<file path="config.mk">
export PLATFORM = sky130hd
export DESIGN_NAME = alu_muldiv_seq
export DESIGN_NICKNAME = d
export VERILOG_FILES = /design/src/rtl/alu_pkg.sv /design/src/rtl/alu_muldiv_iter.sv /design/src/rtl/alu_muldiv_seq.sv
export SDC_FILE = /design/constraint.sdc
export NUM_CORES = 1
export LEC_CHECK = 0
export ABC_AREA = 1
export BUFFER_PORTS_ARGS = -buffer_cell sky130_fd_sc_hd__buf_2
export CAP_MARGIN = 15
export CELL_PAD_IN_SITES_DETAIL_PLACEMENT = 1
export CELL_PAD_IN_SITES_GLOBAL_PLACEMENT = 1
export CORE_UTILIZATION = 44
export DETAILED_ROUTE_END_ITERATION = 6
export PLACE_DENSITY = 0.94
export RECOVER_POWER = 25
export SLEW_MARGIN = 25
export SYNTH_ARGS = -nofsm -noshare
export SYNTH_HDL_FRONTEND = slang
export SYNTH_SLANG_ARGS = --single-unit
</file>
<file path="constraint.sdc">
create_clock -name clk -period 4.7 [get_ports clk]
set_input_delay 0.705 -clock clk [delete_from_list [all_inputs] [get_ports clk]]
set_output_delay 0.705 -clock clk [all_outputs]
set_load 0.1 [all_outputs]
</file>
<file path="src/rtl/alu_pkg.sv">
// Shared opcode, FSM state and decode helpers for the sequential ALU/mul-div block.
// Latency: n/a (types and constants only).
// Backpressure: n/a.
package alu_pkg;

    typedef enum logic [4:0] {
        OP_ADD    = 5'd0,
        OP_SUB    = 5'd1,
        OP_XOR    = 5'd2,
        OP_AND    = 5'd3,
        OP_OR     = 5'd4,
        OP_SLL    = 5'd5,
        OP_SRL    = 5'd6,
        OP_SRA    = 5'd7,
        OP_SLT    = 5'd8,
        OP_SLTU   = 5'd9,
        OP_LUI    = 5'd10,
        OP_MUL    = 5'd11,
        OP_MULH   = 5'd12,
        OP_MULHSU = 5'd13,
        OP_MULHU  = 5'd14,
        OP_DIV    = 5'd15,
        OP_DIVU   = 5'd16,
        OP_REM    = 5'd17,
        OP_REMU   = 5'd18
    } alu_op_e;

    typedef enum logic [1:0] {
        ST_IDLE = 2'd0,
        ST_BUSY = 2'd1,
        ST_DONE = 2'd2
    } state_e;

    // First opcode of the multi-cycle group and first opcode that is not defined.
    localparam logic [4:0] OP_MULDIV_MIN  = 5'd11;
    localparam logic [4:0] OP_ILLEGAL_MIN = 5'd19;

    // True for opcodes that go through the iterative multiplier/divider.
    function automatic logic is_muldiv(input logic [4:0] op);
        return (op >= OP_MULDIV_MIN) && (op < OP_ILLEGAL_MIN);
    endfunction

    // True for opcodes handled by the restoring divider.
    function automatic logic is_div(input logic [4:0] op);
        return (op >= OP_DIV) && (op < OP_ILLEGAL_MIN);
    endfunction

endpackage

</file>
<file path="src/rtl/alu_muldiv_iter.sv">
// Iterative shift-add multiplier and restoring divider on operand magnitudes, sign fixed at the end.
// Latency: XLEN cycles after start_i; done_o and result_o are valid together in the final iteration cycle.
// Backpressure: none; the owner must consume result_o on done_o, start_i is only honoured when issued.
module alu_muldiv_iter
    import alu_pkg::*;
#(
    parameter int XLEN = 32,
    parameter int SHW  = $clog2(XLEN)
) (
    input  logic            clk,
    input  logic            rst,
    input  logic            start_i,
    input  logic [4:0]      op_i,
    input  logic [XLEN-1:0] a_i,
    input  logic [XLEN-1:0] b_i,
    output logic            done_o,
    output logic [XLEN-1:0] result_o
);

    localparam logic [SHW-1:0] LAST = SHW'(XLEN - 1);

    logic              busy_q;
    logic [SHW-1:0]    cnt_q;
    logic [4:0]        op_q;
    logic [XLEN-1:0]   opnd_q;     // multiplicand (mul) or divisor (div) magnitude
    logic [2*XLEN-1:0] acc_q;      // mul: running product; div: {remainder, quotient}
    logic              neg_q;      // negate product / quotient at the end
    logic              rneg_q;     // negate remainder at the end
    logic              bzero_q;    // divisor was zero
    logic [XLEN-1:0]   a_q;        // original dividend, returned by REM on divide-by-zero

    logic              a_signed, b_signed, a_neg, b_neg;
    logic [XLEN-1:0]   a_mag, b_mag;
    logic [XLEN:0]     mul_sum;
    logic [XLEN:0]     div_shift, div_diff;
    logic [XLEN-1:0]   div_rem;
    logic              div_qbit;
    logic [2*XLEN-1:0] acc_d;
    logic [2*XLEN-1:0] prod_fix;
    logic [XLEN-1:0]   quo, rem;

    // Operand sign handling at start: work on magnitudes, remember which results to negate.
    always_comb begin
        a_signed = (op_i == OP_MULH) || (op_i == OP_MULHSU) || (op_i == OP_DIV) || (op_i == OP_REM);
        b_signed = (op_i == OP_MULH) || (op_i == OP_DIV) || (op_i == OP_REM);
        a_neg    = a_signed && a_i[XLEN-1];
        b_neg    = b_signed && b_i[XLEN-1];
        a_mag    = a_neg ? (~a_i + 1'b1) : a_i;
        b_mag    = b_neg ? (~b_i + 1'b1) : b_i;
    end

    // One multiply or divide step per cycle.
    always_comb begin
        mul_sum   = {1'b0, acc_q[2*XLEN-1:XLEN]} + {1'b0, (acc_q[0] ? opnd_q : {XLEN{1'b0}})};
        div_shift = {acc_q[2*XLEN-1:XLEN], acc_q[XLEN-1]};
        div_diff  = div_shift - {1'b0, opnd_q};
        div_qbit  = ~div_diff[XLEN];
        div_rem   = div_qbit ? div_diff[XLEN-1:0] : div_shift[XLEN-1:0];
        if (is_div(op_q)) begin
            acc_d = {div_rem, acc_q[XLEN-2:0], div_qbit};
        end else begin
            acc_d = {mul_sum, acc_q[XLEN-1:1]};
        end
    end

    // Final sign fix-up and result selection, taken from the value of the last step.
    always_comb begin
        prod_fix = neg_q ? (~acc_d + 1'b1) : acc_d;
        quo      = acc_d[XLEN-1:0];
        rem      = acc_d[2*XLEN-1:XLEN];
        result_o = '0;
        case (op_q)
            OP_MUL:                      result_o = prod_fix[XLEN-1:0];
            OP_MULH, OP_MULHSU, OP_MULHU: result_o = prod_fix[2*XLEN-1:XLEN];
            OP_DIV, OP_DIVU:             result_o = bzero_q ? {XLEN{1'b1}} : (neg_q ? (~quo + 1'b1) : quo);
            OP_REM, OP_REMU:             result_o = bzero_q ? a_q : (rneg_q ? (~rem + 1'b1) : rem);
            default:                     result_o = '0;
        endcase
    end

    assign done_o = busy_q && (cnt_q == LAST);

    // Operand load on start, then one iteration per cycle until the counter reaches XLEN-1.
    always_ff @(posedge clk) begin
        if (rst) begin
            busy_q  <= 1'b0;
            cnt_q   <= '0;
            op_q    <= '0;
            opnd_q  <= '0;
            acc_q   <= '0;
            neg_q   <= 1'b0;
            rneg_q  <= 1'b0;
            bzero_q <= 1'b0;
            a_q     <= '0;
        end else if (start_i) begin
            busy_q  <= 1'b1;
            cnt_q   <= '0;
            op_q    <= op_i;
            opnd_q  <= is_div(op_i) ? b_mag : a_mag;
            acc_q   <= {{XLEN{1'b0}}, (is_div(op_i) ? a_mag : b_mag)};
            neg_q   <= a_neg ^ b_neg;
            rneg_q  <= a_neg;
            bzero_q <= (b_i == '0);
            a_q     <= a_i;
        end else if (busy_q) begin
            acc_q  <= acc_d;
            cnt_q  <= done_o ? '0 : cnt_q + SHW'(1);
            busy_q <= ~done_o;
        end
    end

endmodule

</file>
<file path="src/rtl/alu_muldiv_seq.sv">
// Single-issue ALU with inline basic ops and an iterative mul/div unit behind an IDLE/BUSY/DONE FSM.
// Latency: 1 cycle for basic and illegal ops, XLEN+1 cycles for mul/div ops, accept to rsp_valid.
// Backpressure: result held in DONE until rsp_ready; req_ready low for the whole operation.
module alu_muldiv_seq
    import alu_pkg::*;
#(
    parameter int XLEN = 32,
    parameter int SHW  = $clog2(XLEN)   // derived from XLEN, leave at default
) (
    input  logic            clk,
    input  logic            rst,
    input  logic            req_valid,
    output logic            req_ready,
    input  logic [XLEN-1:0] in_alu_a,
    input  logic [XLEN-1:0] in_alu_b,
    input  logic [4:0]      alu_op,
    output logic            rsp_valid,
    input  logic            rsp_ready,
    output logic [XLEN-1:0] out_alu
);

    state_e          state_q;
    logic            rsp_valid_q;
    logic [XLEN-1:0] out_q;
    logic            accept;
    logic            op_md;
    logic [SHW-1:0]  shamt;
    logic [XLEN-1:0] basic_d;
    logic            md_done;
    logic [XLEN-1:0] md_result;

    assign req_ready = (state_q == ST_IDLE);
    assign accept    = req_valid && req_ready;
    assign op_md     = is_muldiv(alu_op);
    assign shamt     = in_alu_b[SHW-1:0];
    assign rsp_valid = rsp_valid_q;
    assign out_alu   = out_q;

    // Single-cycle ops evaluated straight from the request inputs; undefined opcodes give 0.
    always_comb begin
        basic_d = '0;
        case (alu_op)
            OP_ADD:  basic_d = in_alu_a + in_alu_b;
            OP_SUB:  basic_d = in_alu_a - in_alu_b;
            OP_XOR:  basic_d = in_alu_a ^ in_alu_b;
            OP_AND:  basic_d = in_alu_a & in_alu_b;
            OP_OR:   basic_d = in_alu_a | in_alu_b;
            OP_SLL:  basic_d = in_alu_a << shamt;
            OP_SRL:  basic_d = in_alu_a >> shamt;
            OP_SRA:  basic_d = XLEN'($signed(in_alu_a) >>> shamt);
            OP_SLT:  basic_d = {{(XLEN-1){1'b0}}, ($signed(in_alu_a) < $signed(in_alu_b))};
            OP_SLTU: basic_d = {{(XLEN-1){1'b0}}, (in_alu_a < in_alu_b)};
            OP_LUI:  basic_d = in_alu_b;
            default: basic_d = '0;
        endcase
    end

    alu_muldiv_iter #(
        .XLEN (XLEN),
        .SHW  (SHW)
    ) u_iter (
        .clk      (clk),
        .rst      (rst),
        .start_i  (accept && op_md),
        .op_i     (alu_op),
        .a_i      (in_alu_a),
        .b_i      (in_alu_b),
        .done_o   (md_done),
        .result_o (md_result)
    );

    // Control FSM with registered response; the result register is zeroed whenever no response is shown.
    always_ff @(posedge clk) begin
        if (rst) begin
            state_q     <= ST_IDLE;
            rsp_valid_q <= 1'b0;
            out_q       <= '0;
        end else begin
            case (state_q)
                ST_IDLE: begin
                    if (accept) begin
                        if (op_md) begin
                            state_q <= ST_BUSY;
                        end else begin
                            state_q     <= ST_DONE;
                            rsp_valid_q <= 1'b1;
                            out_q       <= basic_d;
                        end
                    end
                end
                ST_BUSY: begin
                    if (md_done) begin
                        state_q     <= ST_DONE;
                        rsp_valid_q <= 1'b1;
                        out_q       <= md_result;
                    end
                end
                ST_DONE: begin
                    if (rsp_ready) begin
                        state_q     <= ST_IDLE;
                        rsp_valid_q <= 1'b0;
                        out_q       <= '0;
                    end
                end
                default: begin
                    state_q     <= ST_IDLE;
                    rsp_valid_q <= 1'b0;
                    out_q       <= '0;
                end
            endcase
        end
    end

endmodule

</file>
==> run_results.csv <==
group,metric,value,unit
worst_setup_path,setup.worst_path.start_class,"flip-flop",
placed_design,pre_cts_ws,0.00528,ns
die,initial_core_util,44.9,%
placed_design,finalWeightedCongestion,1.10,
placed_design,hpwl_after_detailed_placement,131,mm
worst_setup_path,reg2reg_setup_slack,-0.07,ns
worst_setup_path,worst_setup_path_end_kind,"flip-flop",
worst_setup_path,critical_path.reg2reg.endpoint,"out_alu[18]",
yosys,netlist_instances,4837,
cts,clock_tree_from_tritoncts,"done",
timing,timing.final.crit_period,4.77,ns
yosys,synth_largest_type_area_fraction,18.5,%
cells_and_area,area_growth,11.4,%
die,number_of_placement_rows,89,
timing,achievable-frequency,210,MHz
cts,clock_tree.htree_level_count,4,
yosys,synth.lib_cells_used.distinct,69,
yosys,synth-seq-cells,177,
power_and_ir_drop,p_int,3700,uW
power_and_ir_drop,comb_power_share,61.2,%
route,drt_first_iter_violations,4632,
cells_and_area,finalNetCount,5203,
worst_setup_path,critical-path-top-delay-family,"simple AND/OR/NAND/NOR gates",
cts,cts_root_buf,"clkbuf_16",
route,via_per_inst,6.53,
power_and_ir_drop,p_per_area,285,mW/mm^2
hold_path,holdPathEnd,"out_alu[31]",
route,detail-route-antenna-nets,0,
worst_setup_path,timing.critical_path.slowest_stage_cell,"ha_1",
status,violations_in_the_final_reports,"design-rule violations, max-capacitance violations, max-slew violations, negative setup slack",
timing,max_slew_headroom_at_the_worst_pin,-29.7,%
worst_setup_path,critical_path.max_stage_delay,0.36,ns
power_and_ir_drop,clock_power_share,18.0,%
worst_setup_path,path_class,"flip-flop to flip-flop",
cts,numCtsBuffers,17,
yosys,netlist_area,0.0267,sq mm
timing,final_setup_violation_count,5,
worst_setup_path,worstPathArrival,5.19,ns
power_and_ir_drop,sw_frac_of_total,56.4,%
hold_path,holdPathStages,2,
timing,layout_setup_ws,-0.0669,ns
worst_setup_path,critPathBufInv,2,
route,detail_route.wirelength,168,mm
status,outcome,"complete, but fails checks",
timing,number_of_pins_with_negative_max_slew_slack_in_the_final_report,32,
timing,min_period_over_period,101,%
timing,worst_clock_skew,0.0328,ns
cts,cts.sink_count,177,
timing,tightest_slew,1.94,ns
hold_path,holdCritStartpoint,"out_alu[31]",
yosys,ys.warnings.count,0,
timing,hold_violations,0,
global_route,gr-total-overflow,0,
cells_and_area,layout-drive-gt1-share,10.3,%
hold_path,timing.hold.worst.class,"flip-flop to flip-flop",
yosys,dominant_cells_by_area_after_synthesis,"nand2_1 18%, dfxtp_1 13%, inv_1 9.7%",
worst_setup_path,critPathRequiredTime,5.13,ns
route,drt_drc_violations_left,2,
yosys,synth_sequential_area_ratio,13.3,%
timing,hold_slack,0.476,ns
route,firstDrtPassIters,7,
yosys,synthesis.area_per_instance,5.52,sq um
die,top_level_ports,107,
yosys,yosysMostFrequentCell,"nand2_1",
power_and_ir_drop,ir_worst_vdd,223,uV
power_and_ir_drop,power_frac_seq,20.8,%
worst_setup_path,cp_max_fo,10,
worst_setup_path,r2r.worst_path.cells,30,
route,wl_per_cell,29.3,um
placed_design,placement.io_buffers,106,
global_route,grt_pass1_vias,36500,
yosys,synth_async_sr_flop_share,0,%
yosys,post_synth_edffs,0,
yosys,synth.cells.most_frequent,"1316 x nand2_1, 690 x inv_1, 412 x nor2_1",
die,die_width,248,um
timing,setup_tns_final,-0.188,ns
cts,clk_pin_slew,0.10,ns
cts,cts.path.max_buffers,2,
yosys,netlist.top_cell.by_area,"nand2_1",
yosys,ys_dominant_reg_cell,"dfxtp_1",
global_route,global_route_wire_length_before_repair,240,mm
die,core_area,0.0595,sq mm
route,via_count,37600,
yosys,syn-num-nets,5081,
worst_setup_path,r2r-start,"u_iter.opnd_q[11]",
die,die-area,0.0617,sq mm
global_route,antenna_found_initial,14,
global_route,largest_net_degree_at_the_start_of_global_routing,71,
power_and_ir_drop,power.leakage,0.0151,uW
flow_run,maxCapViolCount,1,
global_route,grtUsageTotal,52.2,%
die,chip_height,248,um
worst_setup_path,cpMostUsedCell,"nand2_1",
power_and_ir_drop,switchingPower,4780,uW
cts,clock_insertion_delay_worst_skew,0.52,ns
==> worst register-to-register path: cells and delay by family, from the launching register on <==
kind                       cells  cell delay (ns)
adders and majority gates      2             0.54
DFF                            1             0.33
and+or+nand+nor               21             2.66
AOI/OAI and AO/OA              5             0.84
buffers and inverters          2             0.34
==> flip-flops by register name, indices dropped and copies added, names as in the netlist <==
signal	cells
state_q	2
u_iter.busy_q	1
u_iter.op_q	5
u_iter.a_q	32
u_iter.acc_q	64
out_alu	32
u_iter.bzero_q	1
u_iter.neg_q	1
rsp_valid	1
u_iter.opnd_q	32
u_iter.rneg_q	1
u_iter.cnt_q	5
==> cell usage in the layout (no fill, tap or decap), types with 19 or more instances in the layout <==
cell type and count:
nand2_1 1309, inv_1 686, nor2_1 403, o21ai_0 400, a21oi_1 374, nand3_1 326
buf_4 212, dfxtp_1 171, ha_1 155, xor2_1 85, o211ai_1 75, o22ai_1 74
buf_2 72, a221oi_1 47, nand2_2 37, clkbuf_1 35, nor3_1 33, or2_2 29
o21ai_1 29, nand4_1 29, a31oi_1 27, nand3b_1 24, inv_2 21, nor2_2 20
o21a_1 19, nor4_1 19
==> per-stage QoR <==
| stage | instance area, sq um | utilization, % | instances | power, uW |
|---|---|---|---|---|
| 2_1_floorplan | 26700 | - | 4837 | 4760 |
| 3_3_place_gp | 28800 | 48.5 | 5697 | 6360 |
| 3_5_place_dp | 28900 | 48.5 | 5697 | 6490 |
| 4_1_cts | 29400 | 49.5 | 5728 | 8030 |
| 5_1_grt | 29800 | 50.0 | 5745 | 8750 |
| 6_report | 29800 | 50.1 | 5750 | 8480 |
==> routing by layer <==
layer / vias up / GRT usage, % / share of wire, %
met2: 2770 / 78.3 / 41
met1: 17600 / 58.7 / 35
met5: - / 0.154 / 0.063
li1: 16100 / - / -
met3: 1019 / 13.7 / 11
met4: 18 / 53.8 / 13
==> what timing repair did <==
item                                    4_1_cts  5_1_grt
pin swaps                                     0       21
hold buffers                                  0        0
hold endpoints to repair                      0        0
resized for setup                             3       61
buffers inserted                              0       14
endpoints found under the setup margin        5       28
==> area by class of cell <==
class	instances	area [sq um]
sequential	177	3550
timing repair buffer	322	2120
fill	8660	29700
tap	773	967
clock buffer	20	467
multi-input combinational	3726	19800
clock inverter	11	110
inverter	715	2690
antenna	6	15.0
==> worst max-delay path by stage <==
stage | startpoint | endpoint | cells after the start
2_1_floorplan | in_alu_b[1] | out_alu[23] | 21
3_3_place_gp | u_iter.opnd_q[25] | out_alu[30] | 30
3_5_place_dp | u_iter.acc_q[31] | out_alu[22] | 33
4_1_cts | u_iter.acc_q[31] | out_alu[8] | 34
5_1_grt | u_iter.opnd_q[11] | out_alu[18] | 30
6_report | u_iter.opnd_q[11] | out_alu[18] | 30
==> power groups by stage <==
stage / Combinational (uW) / Clock [uW] / Sequential [uW]
global route: 5430 / 1550 / 1760
finish: 5190 / 1530 / 1760
CTS: 4780 / 1500 / 1740
global placement: 4590 / 0 / 1760
detailed placement: 4720 / 0 / 1770
floorplan: 2770 / 0 / 1990
==> cell families (layout without fill, tap and decap cells) <==
family / Yosys count / in the layout / synth area share, %
xor gates and xnor gates: 104 / 104 / 3.41
DFF: 177 / 177 / 13.3
AOI/OAI and AO/OA: 1172 / 1172 / 25.6
other: 0 / 6 / 0
and+or+nand+nor: 2270 / 2270 / 35.7
buffers and inverters: 934 / 1068 / 13.5
muxes: 9 / 9 / 0.384
adders and majority gates: 171 / 171 / 8.12
No activity file was read; power rests on OpenSTA's default activity.
